===== src/rtl/alu_arbiter_if.sv =====
// Request, ALU-side and response signals shared by the arbiter and its neighbours.
// slave is the arbiter's view. master is the view of the requesters, the ALU and the consumer.
interface alu_arbiter_if;
  logic        req0_valid;
  logic        req0_ready;
  logic [31:0] req0_x;
  logic [31:0] req0_y;
  logic [3:0]  req0_sel;

  logic        req1_valid;
  logic        req1_ready;
  logic [31:0] req1_x;
  logic [31:0] req1_y;
  logic [3:0]  req1_sel;

  logic [31:0] alu_x;
  logic [31:0] alu_y;
  logic [3:0]  alu_sel;
  logic [31:0] alu_result;
  logic [31:0] alu_result2;
  logic        alu_of;
  logic        alu_cf;
  logic        alu_equal;

  logic        rsp_valid;
  logic        rsp_ready;
  logic        rsp_id;
  logic [31:0] rsp_result;
  logic [31:0] rsp_result2;
  logic        rsp_of;
  logic        rsp_cf;
  logic        rsp_equal;
  logic        rsp_dz;
  logic        rsp_illegal;
  logic        busy;

  modport slave (
    input  req0_valid, req0_x, req0_y, req0_sel,
    output req0_ready,
    input  req1_valid, req1_x, req1_y, req1_sel,
    output req1_ready,
    output alu_x, alu_y, alu_sel,
    input  alu_result, alu_result2, alu_of, alu_cf, alu_equal,
    output rsp_valid, rsp_id, rsp_result, rsp_result2,
    output rsp_of, rsp_cf, rsp_equal, rsp_dz, rsp_illegal,
    input  rsp_ready,
    output busy
  );

  modport master (
    output req0_valid, req0_x, req0_y, req0_sel,
    input  req0_ready,
    output req1_valid, req1_x, req1_y, req1_sel,
    input  req1_ready,
    input  alu_x, alu_y, alu_sel,
    output alu_result, alu_result2, alu_of, alu_cf, alu_equal,
    input  rsp_valid, rsp_id, rsp_result, rsp_result2,
    input  rsp_of, rsp_cf, rsp_equal, rsp_dz, rsp_illegal,
    output rsp_ready,
    input  busy
  );
endinterface


===== src/rtl/alu_arbiter.sv =====
// Round-robin share of one combinational ALU between two requesters, with a tagged response channel.
// Latency: the response is valid ALU_CYCLES or MULDIV_CYCLES cycles after accept; issue-to-issue spacing is at least LAT+2.
// Backpressure: requests are accepted only in IDLE. A stalled response (rsp_ready low) holds the unit in RESP indefinitely.
module alu_arbiter #(
  parameter int MULDIV_CYCLES = 4,
  parameter int ALU_CYCLES    = 1
) (
  input  logic clk,
  input  logic rst,
  alu_arbiter_if.slave bus
);

  typedef enum logic [1:0] {
    IDLE = 2'd0,
    EXEC = 2'd1,
    RESP = 2'd2
  } state_t;

  state_t      state_q, state_d;
  logic        last_grant;
  logic        grant;
  logic        id_q;
  logic [3:0]  cnt_q;
  logic        accept;
  logic        capture;

  logic [31:0] acc_x, acc_y;
  logic [3:0]  acc_sel;
  logic        acc_muldiv;

  logic [31:0] alu_x_q, alu_y_q;
  logic [3:0]  alu_sel_q;

  logic        rsp_valid_q, rsp_id_q;
  logic [31:0] rsp_result_q, rsp_result2_q;
  logic        rsp_of_q, rsp_cf_q, rsp_equal_q, rsp_dz_q, rsp_illegal_q;

  logic [31:0] cap_result, cap_result2;
  logic        cap_of, cap_cf, cap_equal, cap_dz, cap_illegal;

  // Grant: a single valid port wins outright; on a tie the port that did not win last time goes.
  always_comb begin
    grant = 1'b0;
    if (bus.req0_valid && bus.req1_valid) grant = ~last_grant;
    else if (bus.req1_valid)              grant = 1'b1;
  end

  assign bus.req0_ready = (state_q == IDLE) && !grant;
  assign bus.req1_ready = (state_q == IDLE) &&  grant;
  assign accept  = grant ? (bus.req1_valid && bus.req1_ready) : (bus.req0_valid && bus.req0_ready);
  assign capture = (state_q == EXEC) && (cnt_q == 4'd0);

  // Operand mux for the granted port. Mul and div need the longer settling window.
  always_comb begin
    acc_x      = grant ? bus.req1_x   : bus.req0_x;
    acc_y      = grant ? bus.req1_y   : bus.req0_y;
    acc_sel    = grant ? bus.req1_sel : bus.req0_sel;
    acc_muldiv = (acc_sel == 4'd3) || (acc_sel == 4'd4);
  end

  // Next-state logic.
  always_comb begin
    state_d = state_q;
    case (state_q)
      IDLE:    if (accept) state_d = EXEC;
      EXEC:    if (cnt_q == 4'd0) state_d = RESP;
      RESP:    if (rsp_valid_q && bus.rsp_ready) state_d = IDLE;
      default: state_d = IDLE;
    endcase
  end

  // State register.
  always_ff @(posedge clk) begin
    if (rst) state_q <= IDLE;
    else     state_q <= state_d;
  end

  // Arbitration history, requester tag and the settling counter.
  always_ff @(posedge clk) begin
    if (rst) begin
      last_grant <= 1'b1;
      id_q       <= 1'b0;
      cnt_q      <= 4'd0;
    end else if (accept) begin
      last_grant <= grant;
      id_q       <= grant;
      cnt_q      <= acc_muldiv ? 4'(MULDIV_CYCLES - 1) : 4'(ALU_CYCLES - 1);
    end else if ((state_q == EXEC) && (cnt_q != 4'd0)) begin
      cnt_q      <= cnt_q - 4'd1;
    end
  end

  // ALU operand registers: loaded on accept and deliberately left holding the last operands afterwards.
  always_ff @(posedge clk) begin
    if (rst) begin
      alu_x_q   <= '0;
      alu_y_q   <= '0;
      alu_sel_q <= '0;
    end else if (accept) begin
      alu_x_q   <= acc_x;
      alu_y_q   <= acc_y;
      alu_sel_q <= acc_sel;
    end
  end

  // Capture values: divide-by-zero and illegal selects override whatever the ALU produced.
  always_comb begin
    cap_result  = bus.alu_result;
    cap_result2 = bus.alu_result2;
    cap_of      = bus.alu_of;
    cap_cf      = bus.alu_cf;
    cap_equal   = bus.alu_equal;
    cap_dz      = 1'b0;
    cap_illegal = 1'b0;
    if (alu_sel_q > 4'd12) begin
      cap_result  = '0;
      cap_result2 = '0;
      cap_of      = 1'b0;
      cap_cf      = 1'b0;
      cap_equal   = 1'b0;
      cap_illegal = 1'b1;
    end else if ((alu_sel_q == 4'd4) && (alu_y_q == 32'd0)) begin
      cap_result  = 32'hFFFF_FFFF;
      cap_result2 = alu_x_q;
      cap_of      = 1'b0;
      cap_cf      = 1'b0;
      cap_equal   = 1'b0;
      cap_dz      = 1'b1;
    end
  end

  // Response registers: filled at the end of EXEC and held until the consumer takes them.
  always_ff @(posedge clk) begin
    if (rst) begin
      rsp_valid_q   <= 1'b0;
      rsp_id_q      <= 1'b0;
      rsp_result_q  <= '0;
      rsp_result2_q <= '0;
      rsp_of_q      <= 1'b0;
      rsp_cf_q      <= 1'b0;
      rsp_equal_q   <= 1'b0;
      rsp_dz_q      <= 1'b0;
      rsp_illegal_q <= 1'b0;
    end else if (capture) begin
      rsp_valid_q   <= 1'b1;
      rsp_id_q      <= id_q;
      rsp_result_q  <= cap_result;
      rsp_result2_q <= cap_result2;
      rsp_of_q      <= cap_of;
      rsp_cf_q      <= cap_cf;
      rsp_equal_q   <= cap_equal;
      rsp_dz_q      <= cap_dz;
      rsp_illegal_q <= cap_illegal;
    end else if (rsp_valid_q && bus.rsp_ready) begin
      rsp_valid_q   <= 1'b0;
    end
  end

  assign bus.alu_x       = alu_x_q;
  assign bus.alu_y       = alu_y_q;
  assign bus.alu_sel     = alu_sel_q;
  assign bus.rsp_valid   = rsp_valid_q;
  assign bus.rsp_id      = rsp_id_q;
  assign bus.rsp_result  = rsp_result_q;
  assign bus.rsp_result2 = rsp_result2_q;
  assign bus.rsp_of      = rsp_of_q;
  assign bus.rsp_cf      = rsp_cf_q;
  assign bus.rsp_equal   = rsp_equal_q;
  assign bus.rsp_dz      = rsp_dz_q;
  assign bus.rsp_illegal = rsp_illegal_q;
  assign bus.busy        = (state_q != IDLE);

endmodule


===== src/flat_wrapper.sv =====
// flat-port wrapper written by rule: the top's interface ports become plain ports
module alu_arbiter_flat 
#(
  parameter int MULDIV_CYCLES = 4,
  parameter int ALU_CYCLES    = 1
)
  (clk, rst, bus_req0_valid, bus_req0_x, bus_req0_y, bus_req0_sel, bus_req0_ready, bus_req1_valid, bus_req1_x, bus_req1_y, bus_req1_sel, bus_req1_ready, bus_alu_x, bus_alu_y, bus_alu_sel, bus_alu_result, bus_alu_result2, bus_alu_of, bus_alu_cf, bus_alu_equal, bus_rsp_valid, bus_rsp_id, bus_rsp_result, bus_rsp_result2, bus_rsp_of, bus_rsp_cf, bus_rsp_equal, bus_rsp_dz, bus_rsp_illegal, bus_rsp_ready, bus_busy);
  alu_arbiter_if bus_i ();
  input  logic clk;
  input  logic rst;
  input wire logic [$bits(bus_i.req0_valid)-1:0] bus_req0_valid;
  input wire logic [$bits(bus_i.req0_x)-1:0] bus_req0_x;
  input wire logic [$bits(bus_i.req0_y)-1:0] bus_req0_y;
  input wire logic [$bits(bus_i.req0_sel)-1:0] bus_req0_sel;
  output wire logic [$bits(bus_i.req0_ready)-1:0] bus_req0_ready;
  input wire logic [$bits(bus_i.req1_valid)-1:0] bus_req1_valid;
  input wire logic [$bits(bus_i.req1_x)-1:0] bus_req1_x;
  input wire logic [$bits(bus_i.req1_y)-1:0] bus_req1_y;
  input wire logic [$bits(bus_i.req1_sel)-1:0] bus_req1_sel;
  output wire logic [$bits(bus_i.req1_ready)-1:0] bus_req1_ready;
  output wire logic [$bits(bus_i.alu_x)-1:0] bus_alu_x;
  output wire logic [$bits(bus_i.alu_y)-1:0] bus_alu_y;
  output wire logic [$bits(bus_i.alu_sel)-1:0] bus_alu_sel;
  input wire logic [$bits(bus_i.alu_result)-1:0] bus_alu_result;
  input wire logic [$bits(bus_i.alu_result2)-1:0] bus_alu_result2;
  input wire logic [$bits(bus_i.alu_of)-1:0] bus_alu_of;
  input wire logic [$bits(bus_i.alu_cf)-1:0] bus_alu_cf;
  input wire logic [$bits(bus_i.alu_equal)-1:0] bus_alu_equal;
  output wire logic [$bits(bus_i.rsp_valid)-1:0] bus_rsp_valid;
  output wire logic [$bits(bus_i.rsp_id)-1:0] bus_rsp_id;
  output wire logic [$bits(bus_i.rsp_result)-1:0] bus_rsp_result;
  output wire logic [$bits(bus_i.rsp_result2)-1:0] bus_rsp_result2;
  output wire logic [$bits(bus_i.rsp_of)-1:0] bus_rsp_of;
  output wire logic [$bits(bus_i.rsp_cf)-1:0] bus_rsp_cf;
  output wire logic [$bits(bus_i.rsp_equal)-1:0] bus_rsp_equal;
  output wire logic [$bits(bus_i.rsp_dz)-1:0] bus_rsp_dz;
  output wire logic [$bits(bus_i.rsp_illegal)-1:0] bus_rsp_illegal;
  input wire logic [$bits(bus_i.rsp_ready)-1:0] bus_rsp_ready;
  output wire logic [$bits(bus_i.busy)-1:0] bus_busy;
  assign bus_i.req0_valid = bus_req0_valid;
  assign bus_i.req0_x = bus_req0_x;
  assign bus_i.req0_y = bus_req0_y;
  assign bus_i.req0_sel = bus_req0_sel;
  assign bus_req0_ready = bus_i.req0_ready;
  assign bus_i.req1_valid = bus_req1_valid;
  assign bus_i.req1_x = bus_req1_x;
  assign bus_i.req1_y = bus_req1_y;
  assign bus_i.req1_sel = bus_req1_sel;
  assign bus_req1_ready = bus_i.req1_ready;
  assign bus_alu_x = bus_i.alu_x;
  assign bus_alu_y = bus_i.alu_y;
  assign bus_alu_sel = bus_i.alu_sel;
  assign bus_i.alu_result = bus_alu_result;
  assign bus_i.alu_result2 = bus_alu_result2;
  assign bus_i.alu_of = bus_alu_of;
  assign bus_i.alu_cf = bus_alu_cf;
  assign bus_i.alu_equal = bus_alu_equal;
  assign bus_rsp_valid = bus_i.rsp_valid;
  assign bus_rsp_id = bus_i.rsp_id;
  assign bus_rsp_result = bus_i.rsp_result;
  assign bus_rsp_result2 = bus_i.rsp_result2;
  assign bus_rsp_of = bus_i.rsp_of;
  assign bus_rsp_cf = bus_i.rsp_cf;
  assign bus_rsp_equal = bus_i.rsp_equal;
  assign bus_rsp_dz = bus_i.rsp_dz;
  assign bus_rsp_illegal = bus_i.rsp_illegal;
  assign bus_i.rsp_ready = bus_rsp_ready;
  assign bus_busy = bus_i.busy;
  alu_arbiter #(.MULDIV_CYCLES(MULDIV_CYCLES), .ALU_CYCLES(ALU_CYCLES)) u_core (.clk(clk), .rst(rst), .bus(bus_i));
endmodule

===== config.mk =====
export PLATFORM = sky130hd
export DESIGN_NAME = alu_arbiter_flat
export DESIGN_NICKNAME = d
export VERILOG_FILES = /design/src/rtl/alu_arbiter_if.sv /design/src/rtl/alu_arbiter.sv /design/src/flat_wrapper.sv
export SDC_FILE = /design/constraint.sdc
export NUM_CORES = 1
export LEC_CHECK = 0
export ABC_CLOCK_PERIOD_IN_PS = 2300
export CORE_AREA = 5 5 132 134
export CTS_CLUSTER_SIZE = 12
export DETAILED_ROUTE_END_ITERATION = 7
export DIE_AREA = 0 0 137 139
export DONT_BUFFER_PORTS = 1
export HOLD_SLACK_MARGIN = 0.03
export PLACE_DENSITY = 0.6
export SLEW_MARGIN = 40
export SYNTH_ARGS = -nofsm -noshare
export SYNTH_HDL_FRONTEND = slang
export SYNTH_SLANG_ARGS = --single-unit

===== constraint.sdc =====
create_clock -name clk -period 2.3 [get_ports clk]
set_input_delay 0.46 -clock clk [delete_from_list [all_inputs] [get_ports clk]]
set_output_delay 0.46 -clock clk [all_outputs]
set_load 0.1 [all_outputs]

==> results of run 1 <==
==> cell usage after synthesis, drive strengths merged <==
| library cell | number | area (um2) |
|---|---|---|
| o211ai | 32 | 240 |
| a22oi | 32 | 240 |
| a211o | 1 | 8.76 |
| a311oi | 68 | 596 |
| o211a | 1 | 10.0 |
| inv | 3 | 11.3 |
| a21bo | 1 | 10.0 |
| nand3b | 3 | 22.5 |
| a211oi | 2 | 15.0 |
| mux2i | 2 | 20.0 |
| nor2 | 74 | 278 |
| a21oi | 43 | 215 |
| clkbuf | 73 | 274 |
| nor3 | 7 | 35.0 |
| buf | 5 | 67.6 |
| nand2 | 208 | 781 |
| or3b | 3 | 26.3 |
| nor4b | 1 | 8.76 |
| nor2b | 1 | 6.26 |
| dfxtp | 147 | 2940 |
| a21boi | 1 | 7.51 |
| or4 | 1 | 7.51 |
| nor3b | 1 | 7.51 |
| ha | 2 | 25.0 |
| o311ai | 35 | 307 |
| xor2 | 2 | 17.5 |
| a221oi | 1 | 8.76 |
| nand4 | 1 | 6.26 |
| nor4 | 9 | 62.6 |
| o21ai | 4 | 20.0 |
| nand2b | 2 | 12.5 |
| nand3 | 5 | 25.0 |
| or3 | 2 | 12.5 |
==> sequential cells by signal (all words and copies together), names as in the netlist, 2 cells and up <==
signal,cells
u_core.bus.rsp_result,32
u_core.cnt_q,4
u_core.bus.alu_x,32
u_core.bus.rsp_result2,32
u_core.bus.alu_sel,4
u_core.state_q,2
u_core.bus.alu_y,32
==> critical path, stage by stage (launching register included) <==
cell and delay [ps]:
dfxtp_2 320, inv_2 90, ha_4 140, or3b_4 370
or3_1 350, or4_4 600, buf_12 180, a21oi_1 140
==> cell families (layout without fill, tap and decap cells) <==
| logic type | Yosys count | after routing | synth area share (%) |
|---|---|---|---|
| multiplexers | 2 | 2 | 0.316 |
| buffers and inverters | 81 | 208 | 5.58 |
| AND/OR/NAND/NOR | 318 | 318 | 20.4 |
| adder cells (fa/ha/maj) | 2 | 2 | 0.395 |
| AO/OA/AOI/OAI | 221 | 221 | 26.5 |
| XOR/XNOR | 2 | 2 | 0.277 |
| flip-flops | 147 | 147 | 46.5 |
==> worst min-delay path by stage <==
stage                                       to  slack [ps]  cells after the start
final                      u_core.bus.alu_y[4]         120                      1
after global routing      u_core.bus.alu_x[29]          90                      1
after CTS                  u_core.bus.alu_y[2]         100                      1
after detailed placement     u_core.bus.rsp_cf         440                      2
after global placement       u_core.bus.rsp_cf         450                      2
after floorplan                    u_core.id_q         460                      2
==> power groups by stage <==
| stage | clock [mW] | combinational, mW | sequential, mW |
|---|---|---|---|
| after floorplan | 0 | 0.920 | 5.22 |
| after global placement | 0 | 3.87 | 3.07 |
| after detailed placement | 0 | 3.92 | 3.08 |
| after CTS | 2.65 | 3.93 | 3.03 |
| after global routing | 2.77 | 4.11 | 3.06 |
| final | 2.60 | 3.94 | 3.03 |
==> routing by layer <==
metal | vias up | global-route usage [%] | share of wire, % | routed length, um
met2 | 293 | 38.2 | 51 | 11500
met4 | 0 | 7.35 | 2.0 | 451
met1 | 2953 | 25.4 | 38 | 8540
met5 | - | 0 | 0 | 0
li1 | 3048 | - | - | -
met3 | 32 | 6.20 | 9.1 | 2040
==> layout make-up <==
type,instances,area (um2),share of cell area [%]
clock inverter,12,104,1.24
inverter,3,11.3,0.135
tap,220,275,3.29
clock buffer,20,447,5.35
timing repair buffer,173,1410,16.8
sequential,147,2950,35.3
multi-input combinational,545,3160,37.8
==> stage by stage <==
step	worst slack [ps]	hold WS [ps]
final	38.7	125
after global routing	-50.6	94.3
after CTS	23.5	96.2
after detailed placement	36.6	445
after global placement	112	454
after floorplan	15.5	456
==> repair_timing <==
action                                 in CTS  in global routing
gates resized for setup                     0                 21
hold buffers                                0                  0
setup buffers                               0                  3
endpoints found under the hold margin       0                  0
setup endpoints to repair                   0                 41
==> out/metrics.cfg, run 1 <==
[timing]
hold_viol = 0
finalSetupViolCount = 0
finalSetupTns_ps = 0
fmax_mhz = 442
max-slew-margin-rel_pct = 60.3
fin_skew_ps = 11.5
final.period_utilization_pct = 98.3
drv_slew = 0
rsz0062_at_grt = true
worst_pin_slew_ps = 594
final.min_clock_period_ps = 2260

[place]
postPlaceCellArea_um2 = 7670
dp_hpwl_um = 16400
gp_congestion = 0.847
port_buffers = 0
dp.cells = 1083

[logic_synthesis]
avgSynthCellArea_um2 = 8.19
syn-cell-area_um2 = 6330
ys_ff_latch = 147
ys_seq_area_share_pct = 46.5
synth_fp_nets = 983
synth_warnings = 0
yosysUniqueCellTypes = 36
synth_cells = 773

[pwr]
power.share.sequential_pct = 31.7
peakVddDrop_v = 0.000493
finalPower_mw = 9.56
combPwrFrac_pct = 41.2
internal-power_mw = 5.19
power.density_nw_per_um2 = 1140
p_leak_nw = 3.28
switching_share_pct = 45.7
switchingPower_mw = 4.37
p_clk_share_pct = 27.2

[layout]
final_area_um2 = 8360
fin_cells = 1120
final_util_pct = 51.7
n_fill_cell = 1530
final_nets = 1097
drive_gt1_share_pct = 26.6
areaGrowthSynthToFinish_pct = 32.1
layout_common_cells = nand2_1 (208), buf_4 (164), dfxtp_1 (141)
final_common_cell = nand2_1
diodes = 0

[clock_network]
cts_max_path_buffers = 2
clockRootBuffer = clkbuf_16
htree_levels = 4
insertion_delay_ps = 420
clkTransAtPathRegs_ps = 60
cts_made_buffers = 17
cts_tree = built
clock_sinks = 147

[setup_path]
crit_start = u_core.cnt_q[0]
crit_end = u_core.bus.rsp_result[28]
worstPathRequired_ps = 2640
cp.arrival_ps = 2600
worstSetupPathType = register to register
cp_max_fo = 17
r2r_cells = 7
rrSetupSlack_ps = 40
crit_path_end_kind = register
timing.rr.end = u_core.bus.rsp_result[28]
r2r_start = u_core.cnt_q[0]
cp-start-kind = register

[floorplanning]
start_util_pct = 39.1
io_pins = 350
core_area_um2 = 16200
die_area_um2 = 19000
die_w_um = 137
die_y_um = 139
row_count = 47

[drt]
ant_nets = 0
vias = 6326
drcViolationCount = 0
viasPerCell = 5.65
drtPass1Iterations = 5
drtIter0Drc = 383
routed_wl_um = 22500
wire_per_inst_um = 20.1

[hold_path]
min_path_type = input port to register
worstHoldStart = rst

[grt]
grt_pass1_wl_um = 33100
grt_pass1_vias = 6061
gr-usage-all-layers_pct = 21.8
grt_max_degree = 118
gr-total-overflow = 0
antenna_found_initial = 0

[flow_run]
drv_cap = 0

[run_status]
status = finished clean

No activity file was read; power rests on OpenSTA's default activity.
==> inputs of run 2 (changes only) <==
Settings changed: SETUP_SLACK_MARGIN set to 0.2.
==> run 2 against run 1 <==
  * Core utilization grew 1.0 points
  * Hold slack lost 7.5 ps
  * Routed wire length grew 3.3%
  * Sequential power is essentially flat
  * Sequential share of layout area shrank 0.29 points
  * Die area is the same
  * Clock-buffer cell count grew 4
  * Non-clock buffer count shrank 1
  * Via count grew 2.8%
  * Final cell count is essentially flat
  * Critical path type unchanged
==> out/metrics.cfg, run 2 (same netlist as run 1, synthesis figures left out) <==
[run_status]
status = finished clean

[timing]
final.min_clock_period_ps = 2210  ; -55.8 ps
worst_pin_slew_ps = 563  ; -31.7 ps
max-slew-margin-rel_pct = 62.4  ; +2.1 points
drv_slew = 0  ; unchanged
holdWs_ps = 117  ; -7.46 ps
finalSetupTns_ps = 0  ; unchanged
fmax_mhz = 453  ; +2.5%
fin_skew_ps = 8.62  ; -2.92 ps
setup_slack_ps = 94.5  ; +55.8 ps
finalSetupViolCount = 0  ; unchanged
hold_viol = 0  ; unchanged
rsz0062_at_grt = true
final.period_utilization_pct = 95.9  ; -2.4 points

[setup_path]
rrSetupSlack_ps = 90  ; +60 ps
worstSetupPathType = register to register
cp-start-kind = register
cp.arrival_ps = 2560  ; -40 ps
timing.rr.end = u_core.bus.rsp_result[30]
slowest_stage = or4_4
slowest_delay_ps = 580  ; -20 ps
cp_max_fo = 8  ; -9
crit_end = u_core.bus.rsp_result[30]
r2r_cells = 7  ; unchanged
r2r_start = u_core.cnt_q[1]
crit_start = u_core.cnt_q[1]
worstPathRequired_ps = 2650  ; about the same
crit_chain = inv_2 -> ha_4 -> or3b_4 -> or3_1 -> or4_4 -> clkbuf_16 -> a21oi_2
crit_path_end_kind = register

[clock_network]
cts_max_path_buffers = 2  ; unchanged
clock_sinks = 147  ; unchanged
htree_levels = 4  ; unchanged
clkTransAtPathRegs_ps = 60  ; about the same
cts_made_buffers = 17  ; unchanged
insertion_delay_ps = 420  ; about the same
clockRootBuffer = clkbuf_16
cts_tree = built

[floorplanning]
die_w_um = 137  ; unchanged
die_y_um = 139  ; unchanged
die_area_um2 = 19000  ; unchanged
core_area_um2 = 16200  ; unchanged
io_pins = 350  ; unchanged
row_count = 47  ; unchanged
start_util_pct = 39.1  ; unchanged

[place]
dp_hpwl_um = 16300  ; -0.83%
port_buffers = 0  ; unchanged
post-place-ws_ps = 140  ; +103 ps
gp_congestion = 0.866  ; +2.3%

[layout]
areaGrowthSynthToFinish_pct = 34.7
drive_gt1_share_pct = 31.1  ; +4.5 points
final_common_cell = nand2_1
layout_common_cells = nand2_1 (208), buf_4 (160), dfxtp_1 (116)
n_fill_cell = 1511  ; -1.2%
final_nets = 1096  ; -0.091%

[pwr]
p_leak_nw = 3.33  ; +1.4%
finalPower_mw = 9.72  ; +1.6%
peakVddDrop_v = 0.000516  ; +4.7%
power.density_nw_per_um2 = 1140  ; -0.34%

[drt]
drtIter0Drc = 463  ; +21%
drcViolationCount = 0  ; unchanged
wire_per_inst_um = 20.8  ; +3.4%
drtPass1Iterations = 5  ; unchanged
viasPerCell = 5.81  ; +2.9%
routed_wl_um = 23300  ; +3.3%
vias = 6506  ; +2.8%
ant_nets = 0  ; unchanged

[grt]
grt_pass1_vias = 6416  ; +5.9%
antenna_found_initial = 1  ; +1
grt_max_degree = 118  ; unchanged
grt_pass1_wl_um = 34600  ; +4.6%
gr-total-overflow = 0  ; unchanged
gr-usage-all-layers_pct = 22.9  ; +1.1 points

[hold_path]
min_path_type = input port to register

[flow_run]
drv_cap = 0  ; unchanged

## run 2: changes by cell type in the layout (fill, tap and decap cells not counted), moves of 2 or more
cell / before / now
clkbuf_8: 1 / 4
o311ai_0: 35 / 30
dfxtp_1: 141 / 116
a21oi_2: 15 / 32
inv_6: 3 / 1
clkinv_2: 5 / 3
clkinvlp_4: 3 / 1
clkbuf_16: 18 / 20
buf_4: 164 / 160
a21oi_1: 28 / 11
dfxtp_2: 6 / 30
o311ai_1: 0 / 5
## run 2: stage by stage
stage | util [%] | instances | instance area [um2]
floorplan | - | 773 | 6510
global placement | 48.3 | 1079 | 7810
detailed placement | 48.3 | 1079 | 7810
CTS | 52.1 | 1111 | 8430
global route | 52.7 | 1119 | 8520
finish | 52.7 | 1119 | 8520
## run 2: worst max-delay path: cells and delay by family, from the launching register on
family | cells | cell delay (ps)
buf+inv | 2 | 300
simple gates | 3 | 1270
fa+ha+maj | 1 | 130
compound gates | 1 | 110
flops | 1 | 320
## run 2: report_power, final
part           internal [mW]  switching, mW  leakage [nW]
clock                   1.66           1.04         0.288
combinational          0.826           3.16          1.82
sequential              2.87          0.154          1.22
total                   5.36           4.36          3.33
## run 2: worst min path at each step
stage | startpoint | end | slack (ps) | cells after the start
2_1_floorplan | u_core.id_q | u_core.id_q | 460 | 2
3_3_place_gp | u_core.bus.rsp_cf | u_core.bus.rsp_cf | 450 | 2
3_5_place_dp | u_core.bus.rsp_cf | u_core.bus.rsp_cf | 450 | 2
4_1_cts | rst | u_core.bus.alu_y[7] | 80 | 1
5_1_grt | rst | u_core.bus.alu_x[27] | 90 | 1
6_report | rst | u_core.bus.alu_x[23] | 120 | 1
## run 2: what timing repair did
item | in CTS | in global routing
buffers inserted | 0 | 5
gates cloned | 1 | 2
hold buffers | 0 | 0
setup endpoints to repair | 58 | 65
resized for setup | 3 | 10
pin swaps | 0 | 2
## run 2: final cells by class
type,count,area (um2),share of cell area [%]
flip-flops and latches,147,2980,35.0
clock inverters,7,70.1,0.822
multi-input cells,545,3230,37.8
diodes,1,2.50,0.0294
clock buffers,24,513,6.02
repair buffers,172,1440,16.9
well taps,220,275,3.23
inverters,3,11.3,0.132
## run 2: metal layers
| metal | vias up | GRT usage (%) | part of all wire (%) |
|---|---|---|---|
| met5 | - | 0 | 0 |
| met4 | 0 | 9.98 | 2.6 |
| met3 | 48 | 6.71 | 10 |
| met2 | 366 | 38.2 | 50 |
| met1 | 3044 | 27.2 | 38 |
| li1 | 3048 | - | - |
==> inputs of run 3 (changes only) <==
Settings changed: ABC_AREA set to 1, CORE_AREA 5 5 132 134 to 5 5 134 136, CTS_BUF_LIST set to sky130_fd_sc_hd__clkbuf_8, DIE_AREA 0 0 137 139 to 0 0 139 141, PLACE_DENSITY 0.6 to 0.61.
==> run 3 against run 2 <==
  * Synthesized cell count increased by 15%
  * Combinational power up 52%
  * Flip-flop and latch count unchanged
  * Power grew 16%
  * Clock power fell by 27%
  * Worst setup slack better by 200 ps
  * Non-clock buffer count fell by 9
==> out/metrics.cfg, run 3 <==
[logic_synthesis]
ys_async_sr_fraction_pct = 0  ; unchanged
synth-edff-count = 0  ; unchanged
yosysTopAreaCell = dfxtp_1
ys_seq_area_share_pct = 43.9  ; -2.6 points
syn-cell-area_um2 = 6700  ; +5.8%
yosysUniqueCellTypes = 30  ; -17%
avgSynthCellArea_um2 = 7.54  ; -7.9%
synth-main-ff-cell = dfxtp_1
synth_top_cell_area_share_pct = 43.9  ; -2.6 points
ys_ff_latch = 147  ; unchanged
yosysMostFrequentCell = nand2_1
synth_cells = 888  ; +15%
synth_warnings = 0  ; unchanged
synthTopCellsByArea = dfxtp_1 (44%), nand2_1 (9.0%), nor2_1 (8.5%), nand3_1 (5.2%), o32ai_2 (4.9%)
synth_fp_nets = 1098  ; +12%
ys_top_cells_by_count = nand2_1 (160), nor2_1 (152), dfxtp_1 (147)

[run_status]
status = finished clean

[layout]
layout_common_cells = nand2_1 (158), buf_4 (155), nor2_1 (151)
areaGrowthSynthToFinish_pct = 24.1
n_fill_cell = 1671  ; +11%
final_util_pct = 49.4  ; -3.3 points
diodes = 0  ; -1
drive_gt1_share_pct = 23.3  ; -7.7 points
final_common_cell = nand2_1
regArea_um2 = 2940  ; -1.4%
multi_input_area_um2 = 3040  ; -5.7%
final_area_um2 = 8310  ; -2.5%
final_nets = 1212  ; +11%

[drt]
viasPerCell = 5.22  ; -10%
drtPass1Iterations = 8  ; +3
vias = 6469  ; -0.57%
drtIter0Drc = 450  ; -2.8%
drcViolationCount = 0  ; unchanged
routed_wl_um = 22900  ; -1.7%
ant_nets = 0  ; unchanged
wire_per_inst_um = 18.5  ; -11%

[setup_path]
cp-start-kind = register
slowest_stage = dfxtp_1
path_depth = 6  ; -1
slowest_delay_ps = 340  ; -240 ps
worstPathRequired_ps = 1840  ; -810 ps
crit_start = u_core.last_grant
worstSetupPathType = register to output pin
timing.rr.end = u_core.bus.rsp_result[24]
critPathBufInv = 3  ; +1
cp_max_fo = 27  ; +19
r2r_start = u_core.bus.alu_y[31]
crit_end = bus_req0_ready
crit_path_end_kind = output pin
critical_path.top_delay_family = buffers and inverters
crit_chain = nand2_1 -> nand2_2 -> buf_8 -> nand2_1 -> clkinvlp_4 -> buf_12
cp.arrival_ps = 1540  ; -1020 ps
cpMostUsedCell = nand2_1
rrSetupSlack_ps = 530  ; +440 ps
r2r_cells = 9  ; +2

[clock_network]
insertion_delay_ps = 460  ; +40 ps
clock_sinks = 147  ; unchanged
clkTransAtPathRegs_ps = 80  ; +20 ps
htree_levels = 4  ; unchanged
cts_tree = built
cts_max_path_buffers = 2  ; unchanged
ctsHoldBuffers = 0  ; unchanged
cts_made_buffers = 17  ; unchanged
clockRootBuffer = clkbuf_8

[floorplanning]
die_w_um = 139  ; +1.5%
core_area_um2 = 16800  ; +4.0%
die_y_um = 141  ; +1.4%
row_count = 48  ; +2.1%
start_util_pct = 39.8  ; +0.70 points
die_area_um2 = 19600  ; +2.9%
io_pins = 350  ; unchanged

[place]
postPlaceCellArea_um2 = 7920  ; +1.4%
dp_hpwl_um = 16500  ; +1.6%
post-place-ws_ps = 538  ; +398 ps
port_buffers = 0  ; unchanged
gp_congestion = 0.807  ; -6.8%

[grt]
grt_max_degree = 74  ; -37%
gr-usage-all-layers_pct = 22.8  ; -0.14 points
gr-total-overflow = 0  ; unchanged
grt_pass1_vias = 6445  ; +0.45%
antenna_found_initial = 0  ; -1
grt_pass1_wl_um = 35800  ; +3.5%

[timing]
drv_slew = 0  ; unchanged
finalSetupViolCount = 0  ; unchanged
setup_slack_ps = 296  ; +201 ps
fmax_mhz = 499  ; +10%
worst_pin_slew_ps = 573  ; +10.2 ps
final.min_clock_period_ps = 2000  ; -201 ps
rsz0062_at_grt = true
hold_viol = 0  ; unchanged
finalSetupTns_ps = 0  ; unchanged
final.period_utilization_pct = 87.1  ; -8.7 points
fin_skew_ps = 15.7  ; +7.13 ps
max-slew-margin-rel_pct = 61.7  ; -0.73 points

[hold_path]
min_path_type = input port to register

[pwr]
power.density_nw_per_um2 = 1350  ; +19%
p_leak_nw = 3.56  ; +7.1%
peakVddDrop_v = 0.000640  ; +24%

[flow_run]
drv_cap = 0  ; unchanged

==> run 3: cell count changes after synthesis, moves of 33 or more <==
cell	previous run	this run
clkbuf_1	73	21
nand3_1	5	69
o311ai_0	35	0
nor2_1	74	152
a311oi_1	68	0
inv_1	3	84
a31oi_1	0	33
nand2_1	208	160
==> run 3: timing repair <==
item                                    4_1_cts  5_1_grt
buffers inserted                              0        0
gates resized for setup                       1        2
endpoints found under the setup margin        1        2
pin swaps                                     0        0
==> run 3: cell type report <==
cell class,instances,share of cell area (%)
Multi-Input combinational cell,580,36.6
Timing Repair Buffer,163,15.8
Clock inverter,12,1.26
Inverter,93,4.25
Sequential cell,147,35.4
Clock buffer,20,3.31
Tap cell,225,3.39
==> run 3: per-stage QoR <==
stage	hold slack (ps)	instances	power [mW]
after floorplan	444	888	8.10
after global placement	446	1208	9.33
after detailed placement	450	1208	9.36
after CTS	40.5	1240	11.3
after global routing	32.3	1240	11.8
final	68.7	1240	11.2
==> run 3: how the worst min path moves through the flow <==
stage          cells past startpoint                    endpoint  slack, ps                  startpoint
6_report                           1   u_core.bus.rsp_result[31]         70                         rst
5_1_grt                            1   u_core.bus.rsp_result[13]         30                         rst
4_1_cts                            1   u_core.bus.rsp_result[18]         40                         rst
3_5_place_dp                       2   u_core.bus.rsp_result2[8]        450   u_core.bus.rsp_result2[8]
3_3_place_gp                       2  u_core.bus.rsp_result2[19]        450  u_core.bus.rsp_result2[19]
2_1_floorplan                      2           u_core.last_grant        440           u_core.last_grant
==> run 3: routing by layer <==
layer,vias to the layer above,GRT usage (%),routed length [um]
li1,3197,-,-
met1,2985,27.5,9140
met2,257,38.5,11300
met3,30,8.41,2000
met4,0,6.08,399
met5,-,0,0
==> run 3: power breakdown <==
part	switching (mW)	internal (mW)
combinational	4.85	1.23
clock	1.03	0.941
sequential	0.190	3.01
==> run 3: cells by family after synthesis <==
logic type / Yosys count / synth area share, %
DFF: 147 / 43.9
buffers and inverters: 161 / 10.9
adders and majority gates: 2 / 0.374
AOI/OAI and AO/OA: 154 / 17.7
and+or+nand+nor: 424 / 27.1
